`config.mk`:
```
export PLATFORM = sky130hd
export DESIGN_NAME = btn_event_decoder
export DESIGN_NICKNAME = d
export VERILOG_FILES = /design/src/rtl/btn_event_decoder.sv
export SDC_FILE = /design/constraint.sdc
export NUM_CORES = 1
export LEC_CHECK = 0
export CORE_ASPECT_RATIO = 1.75
export CORE_MARGIN = 2
export CORE_UTILIZATION = 58
export DETAILED_ROUTE_END_ITERATION = 10
export PLACE_DENSITY_LB_ADDON = 0.1
export SLEW_MARGIN = 20
export SYNTH_ARGS = -nofsm -noshare
export SYNTH_HDL_FRONTEND = slang
export SYNTH_SLANG_ARGS = --single-unit
```
`constraint.sdc`:
```
create_clock -name clk -period 3.05 [get_ports clk]
set_input_delay 0.7625 -clock clk [delete_from_list [all_inputs] [get_ports clk]]
set_output_delay 0.7625 -clock clk [all_outputs]
set_load 0.05 [all_outputs]
```
`src/rtl/btn_event_decoder.sv`:
```
// Turns a debounced button level into one-cycle click / double-click / long-press events.
// Optional auto-repeat while long-held is built only when BTN_AUTO_REPEAT_EN is defined.
module btn_event_decoder #(
  parameter int LONG_CYCLES   = 12500000,
  parameter int DBL_CYCLES    = 5000000,
  parameter int REPEAT_CYCLES = 2500000,
  parameter int CNT_W         = 24
) (
  input  logic       clk,
  input  logic       rst,
  input  logic       btnDown,
  output logic       shortClick,
  output logic       doubleClick,
  output logic       longPress,
  output logic       btnRepeat,
  output logic       btnHeld,
  output logic [7:0] eventCount
);

  // Elaboration-time legality of the timing parameters.
  if (CNT_W < 2 || CNT_W > 32) begin : g_bad_width
    $error("btn_event_decoder: CNT_W out of range");
  end
  if (LONG_CYCLES < 2 || longint'(LONG_CYCLES) >= (longint'(1) << CNT_W)) begin : g_bad_long
    $error("btn_event_decoder: LONG_CYCLES out of range");
  end
  if (DBL_CYCLES < 2 || longint'(DBL_CYCLES) >= (longint'(1) << CNT_W)) begin : g_bad_dbl
    $error("btn_event_decoder: DBL_CYCLES out of range");
  end
  if (REPEAT_CYCLES < 2 || longint'(REPEAT_CYCLES) >= (longint'(1) << CNT_W)) begin : g_bad_rep
    $error("btn_event_decoder: REPEAT_CYCLES out of range");
  end

  typedef enum logic [2:0] {
    IDLE   = 3'd0,
    PRESS1 = 3'd1,
    WAIT2  = 3'd2,
    PRESS2 = 3'd3,
    LONG   = 3'd4
  } state_t;

  // timer holds the number of samples already counted in the current state,
  // so "timer == X_LAST" means the sample at this edge is the X_CYCLES-th one.
  localparam logic [CNT_W-1:0] LONG_LAST = CNT_W'(LONG_CYCLES - 1);
  localparam logic [CNT_W-1:0] DBL_LAST  = CNT_W'(DBL_CYCLES - 1);
  localparam logic [CNT_W-1:0] ONE       = CNT_W'(1);

  state_t           state, stateNext;
  logic [CNT_W-1:0] timer, timerNext;
  logic             shortNext, doubleNext, longNext;
`ifdef BTN_AUTO_REPEAT_EN
  localparam logic [CNT_W-1:0] REP_LAST = CNT_W'(REPEAT_CYCLES - 1);
  logic             repeatNext;
`endif

  always_comb begin
    stateNext  = state;
    timerNext  = timer;
    shortNext  = 1'b0;
    doubleNext = 1'b0;
    longNext   = 1'b0;
`ifdef BTN_AUTO_REPEAT_EN
    repeatNext = 1'b0;
`endif
    case (state)
      IDLE: begin
        if (btnDown) begin
          stateNext = PRESS1;
          timerNext = ONE;
        end
      end
      PRESS1: begin
        if (!btnDown) begin
          stateNext = WAIT2;
          timerNext = ONE;
        end else if (timer == LONG_LAST) begin
          longNext  = 1'b1;
          stateNext = LONG;
          timerNext = '0;
        end else begin
          timerNext = timer + ONE;
        end
      end
      WAIT2: begin
        if (btnDown) begin
          stateNext = PRESS2;
          timerNext = '0;
        end else if (timer == DBL_LAST) begin
          shortNext = 1'b1;
          stateNext = IDLE;
          timerNext = '0;
        end else begin
          timerNext = timer + ONE;
        end
      end
      PRESS2: begin
        if (!btnDown) begin
          doubleNext = 1'b1;
          stateNext  = IDLE;
          timerNext  = '0;
        end
      end
      LONG: begin
        if (!btnDown) begin
          stateNext = IDLE;
          timerNext = '0;
        end
`ifdef BTN_AUTO_REPEAT_EN
        // In LONG the timer counts high samples since the last long/repeat pulse.
        else if (timer == REP_LAST) begin
          repeatNext = 1'b1;
          timerNext  = '0;
        end else begin
          timerNext = timer + ONE;
        end
`endif
      end
      default: begin
        stateNext = IDLE;
        timerNext = '0;
      end
    endcase
  end

  always_ff @(posedge clk or posedge rst) begin
    if (rst) begin
      state       <= IDLE;
      timer       <= '0;
      shortClick  <= 1'b0;
      doubleClick <= 1'b0;
      longPress   <= 1'b0;
      btnHeld     <= 1'b0;
      eventCount  <= 8'd0;
    end else begin
      state       <= stateNext;
      timer       <= timerNext;
      shortClick  <= shortNext;
      doubleClick <= doubleNext;
      longPress   <= longNext;
      btnHeld     <= (stateNext == PRESS1) || (stateNext == PRESS2) || (stateNext == LONG);
      if (shortNext || doubleNext || longNext) begin
        eventCount <= eventCount + 8'd1;
      end
    end
  end

`ifdef BTN_AUTO_REPEAT_EN
  always_ff @(posedge clk or posedge rst) begin
    if (rst) begin
      btnRepeat <= 1'b0;
    end else begin
      btnRepeat <= repeatNext;
    end
  end
`else
  assign btnRepeat = 1'b0;
`endif

endmodule
```
==> qor.txt <==
Outcome - finished clean
Crit path cell chain - clkdlybuf4s50_1, or3_1, a21oi_1, or3_1, or4_1, a21oi_1
Drc violations - 0
Layout cells sized above 1 - 0.0984
Worst Skew - 0.00994 ns
Mean Syn Cell Area - 9.47 µm²
Critical path class - input port to flip-flop
Most frequent cell after synthesis - dfrtp_1
Largest net degree at the start of global routing - 40
Crit-path max cell delay - 0.54 ns
Placer Congestion - 0.907
Clk root buf - clkbuf_8
Gate Count Post-Synth - 236
Yosys top cell by area - dfrtp_1
Setup tns final - 0 ns
Mean routed wirelength per cell - 16.0 µm
Synth top area share - 0.437
CTS tree - yes
Top FF cell, synth - dfrtp_1
Core Footprint - 3660 µm²
Synth unique cells - 49
PostCTS Resize Cnt - 0
Main area contributors after synthesis - dfrtp_1, xnor2_1, nor2_1
Worst path top cell family by delay - simple AND/OR/NAND/NOR gates
Crit path required time - 3.28 ns
Post-synth top cells - dfrtp_1, nor2_1, xnor2_1
Fin crit share - 0.791
Yosys warning count - 0
Via density - 6.07
CP Max Fanout - 6
Worst VDD drop - 0.487 mV
Max cap viols - 0
Worst setup EP type - flip-flop
Vias in the first global route - 1788
Overall routing resource usage - 0.253
H-tree Lvls - 2
Filler cell count - 305
Vias - 1822
Crit path DAT - 2.64 ns
Net count, final - 258
Max_slew headroom - 0.628
Initial DRC Count - 41
Async SR Flop Fraction - 1.00
Hold/Removal Path Class - flip-flop to flip-flop
DP HPWL - 3400 µm
I/O Buffers - 14
RSZ-0062 raised after global routing - no
Antenna Violating Nets Remaining - 0
Die extent in y - 86.1 µm
Ports - 16
Mapped cell area - 2230 µm²
Synthesized netlist net count - 241
Measured slew at the worst slew-check pin - 0.554 ns
Diode count - 0
Setup crit start kind - input port
Fin cells - 300
Clock sinks - 39
Hold Violations, Final - 0
CTS Hold Bufs - 0
Post-Route WL - 4810 µm
Power after layout - 1.62 mW
CTS clk-pin slew, worst paths - 0.08 ns
CP max stage cell - clkdlybuf4s50_1
Num rows - 29
Final setup fails - 0
Total CTS buffers - 5
Seq cells post-synth - 39
First-pass DRT Iterations - 4
Die width - 50.9 µm
Sequential area share after synthesis - 0.437
Die area - 4380 µm²
Setup bufs post-CTS - 0
EDFF count, synth - 0
Pleak - 0.979 nW
Skew-Pair Late Insertion Delay - 0.30 ns
Crit path buf inv count - 1
Fmax - 0.414 GHz
Placed Cells - 292
CTS max path bufs - 2
Pins Over Slew Limit - 0
PD cells - 640 nW/µm²
Area Growth Syn to Fin - 13.7%
First-pass GRT wire length - 8310 µm
Gr ovfl total - 0
Antenna violations before repair - 0
Final min period - 2.41 ns
Initial core utilization - 0.610
-- sequential cells by signal, indices dropped and copies added (netlist names) --
signal,count
shortClick,1
btnHeld,1
timer,24
eventCount,8
doubleClick,1
longPress,1
state,3
-- logic make-up (layout without fill, tap and decap cells) --
| family | count (synthesis) | count (layout) | synth area share |
|---|---|---|---|
| AOI/OAI and AO/OA | 36 | 36 | 0.115 |
| xor gates and xnor gates | 25 | 25 | 0.0980 |
| adders and majority gates | 2 | 2 | 0.0112 |
| buffers and inverters | 20 | 38 | 0.0431 |
| DFF | 39 | 39 | 0.437 |
| muxes | 2 | 2 | 0.00952 |
| other | 1 | 1 | 0.00168 |
| and+or+nand+nor | 111 | 111 | 0.285 |
-- final timing paths --
check	from	end	slack, ns	cells past startpoint
setup reg to reg	timer[0]$_DFFE_PP0P_	eventCount[1]$_DFFE_PP0P_	0.72	6
setup / recovery	btnDown	timer[20]$_DFFE_PP0P_	0.64	6
min in group asynchronous	rst	eventCount[6]$_DFFE_PP0P_	0.88	3
hold / removal	eventCount[6]$_DFFE_PP0P_	eventCount[6]$_DFFE_PP0P_	0.49	1
hold reg to reg	eventCount[6]$_DFFE_PP0P_	eventCount[6]$_DFFE_PP0P_	0.49	1
max in group asynchronous	rst	timer[4]$_DFFE_PP0P_	1.82	3
-- per-layer routing --
layer | share of wire | GRT usage | routed length [µm]
met1 | 0.40 | 0.279 | 1940
met2 | 0.55 | 0.451 | 2640
met3 | 0.025 | 0.0436 | 122
met4 | 0.022 | 0.125 | 107
met5 | 0 | 0 | 0
-- cell usage in the layout (no fill, tap or decap), types with 2 or more instances in the layout --
master / n
nor2_1: 25
or4b_1: 2
xnor2_1: 19
nand3_1: 9
nor2b_1: 2
o31ai_1: 3
a31oi_1: 3
dfrtp_1: 39
nor3_1: 6
nor3b_1: 2
nand2b_1: 3
nand4_1: 8
a21boi_0: 2
nand2_1: 18
nor4_4: 2
o31a_1: 2
clkdlybuf4s50_1: 14
and3_1: 4
o21ai_0: 4
clkbuf_8: 6
a21oi_1: 11
nor4_1: 12
buf_4: 7
ha_1: 2
or2_2: 2
o221ai_1: 2
and4_1: 2
nand4b_1: 2
a211oi_1: 4
or3_1: 5
xor2_1: 6
inv_1: 9
-- through the flow --
stage | utilization | hold slack (ns) | setup WS, ns | instance area [µm²]
3_3_place_gp | 0.661 | 0.456 | 0.380 | 2420
4_1_cts | 0.693 | 0.500 | 0.652 | 2540
2_1_floorplan | - | 0.505 | 0.884 | 2230
3_5_place_dp | 0.661 | 0.488 | 0.343 | 2420
5_1_grt | 0.693 | 0.529 | 0.500 | 2540
6_report | 0.693 | 0.491 | 0.636 | 2540
-- power breakdown --
| part | total (mW) | switching (mW) | internal, mW |
|---|---|---|---|
| logic | 0.509 | 0.329 | 0.180 |
| clock network | 0.450 | 0.185 | 0.265 |
| registers | 0.665 | 0.0778 | 0.588 |
-- cell type report --
| type | instances | area, µm² | area share |
|---|---|---|---|
| tap | 46 | 57.6 | 0.0227 |
| clock inverter | 2 | 35.0 | 0.0138 |
| timing repair buffer | 21 | 193 | 0.0759 |
| clock buffer | 6 | 82.6 | 0.0325 |
| multi-input combinational | 177 | 1160 | 0.458 |
| sequential | 39 | 976 | 0.384 |
| inverter | 9 | 33.8 | 0.0133 |
No activity file was read; power rests on OpenSTA's default activity.
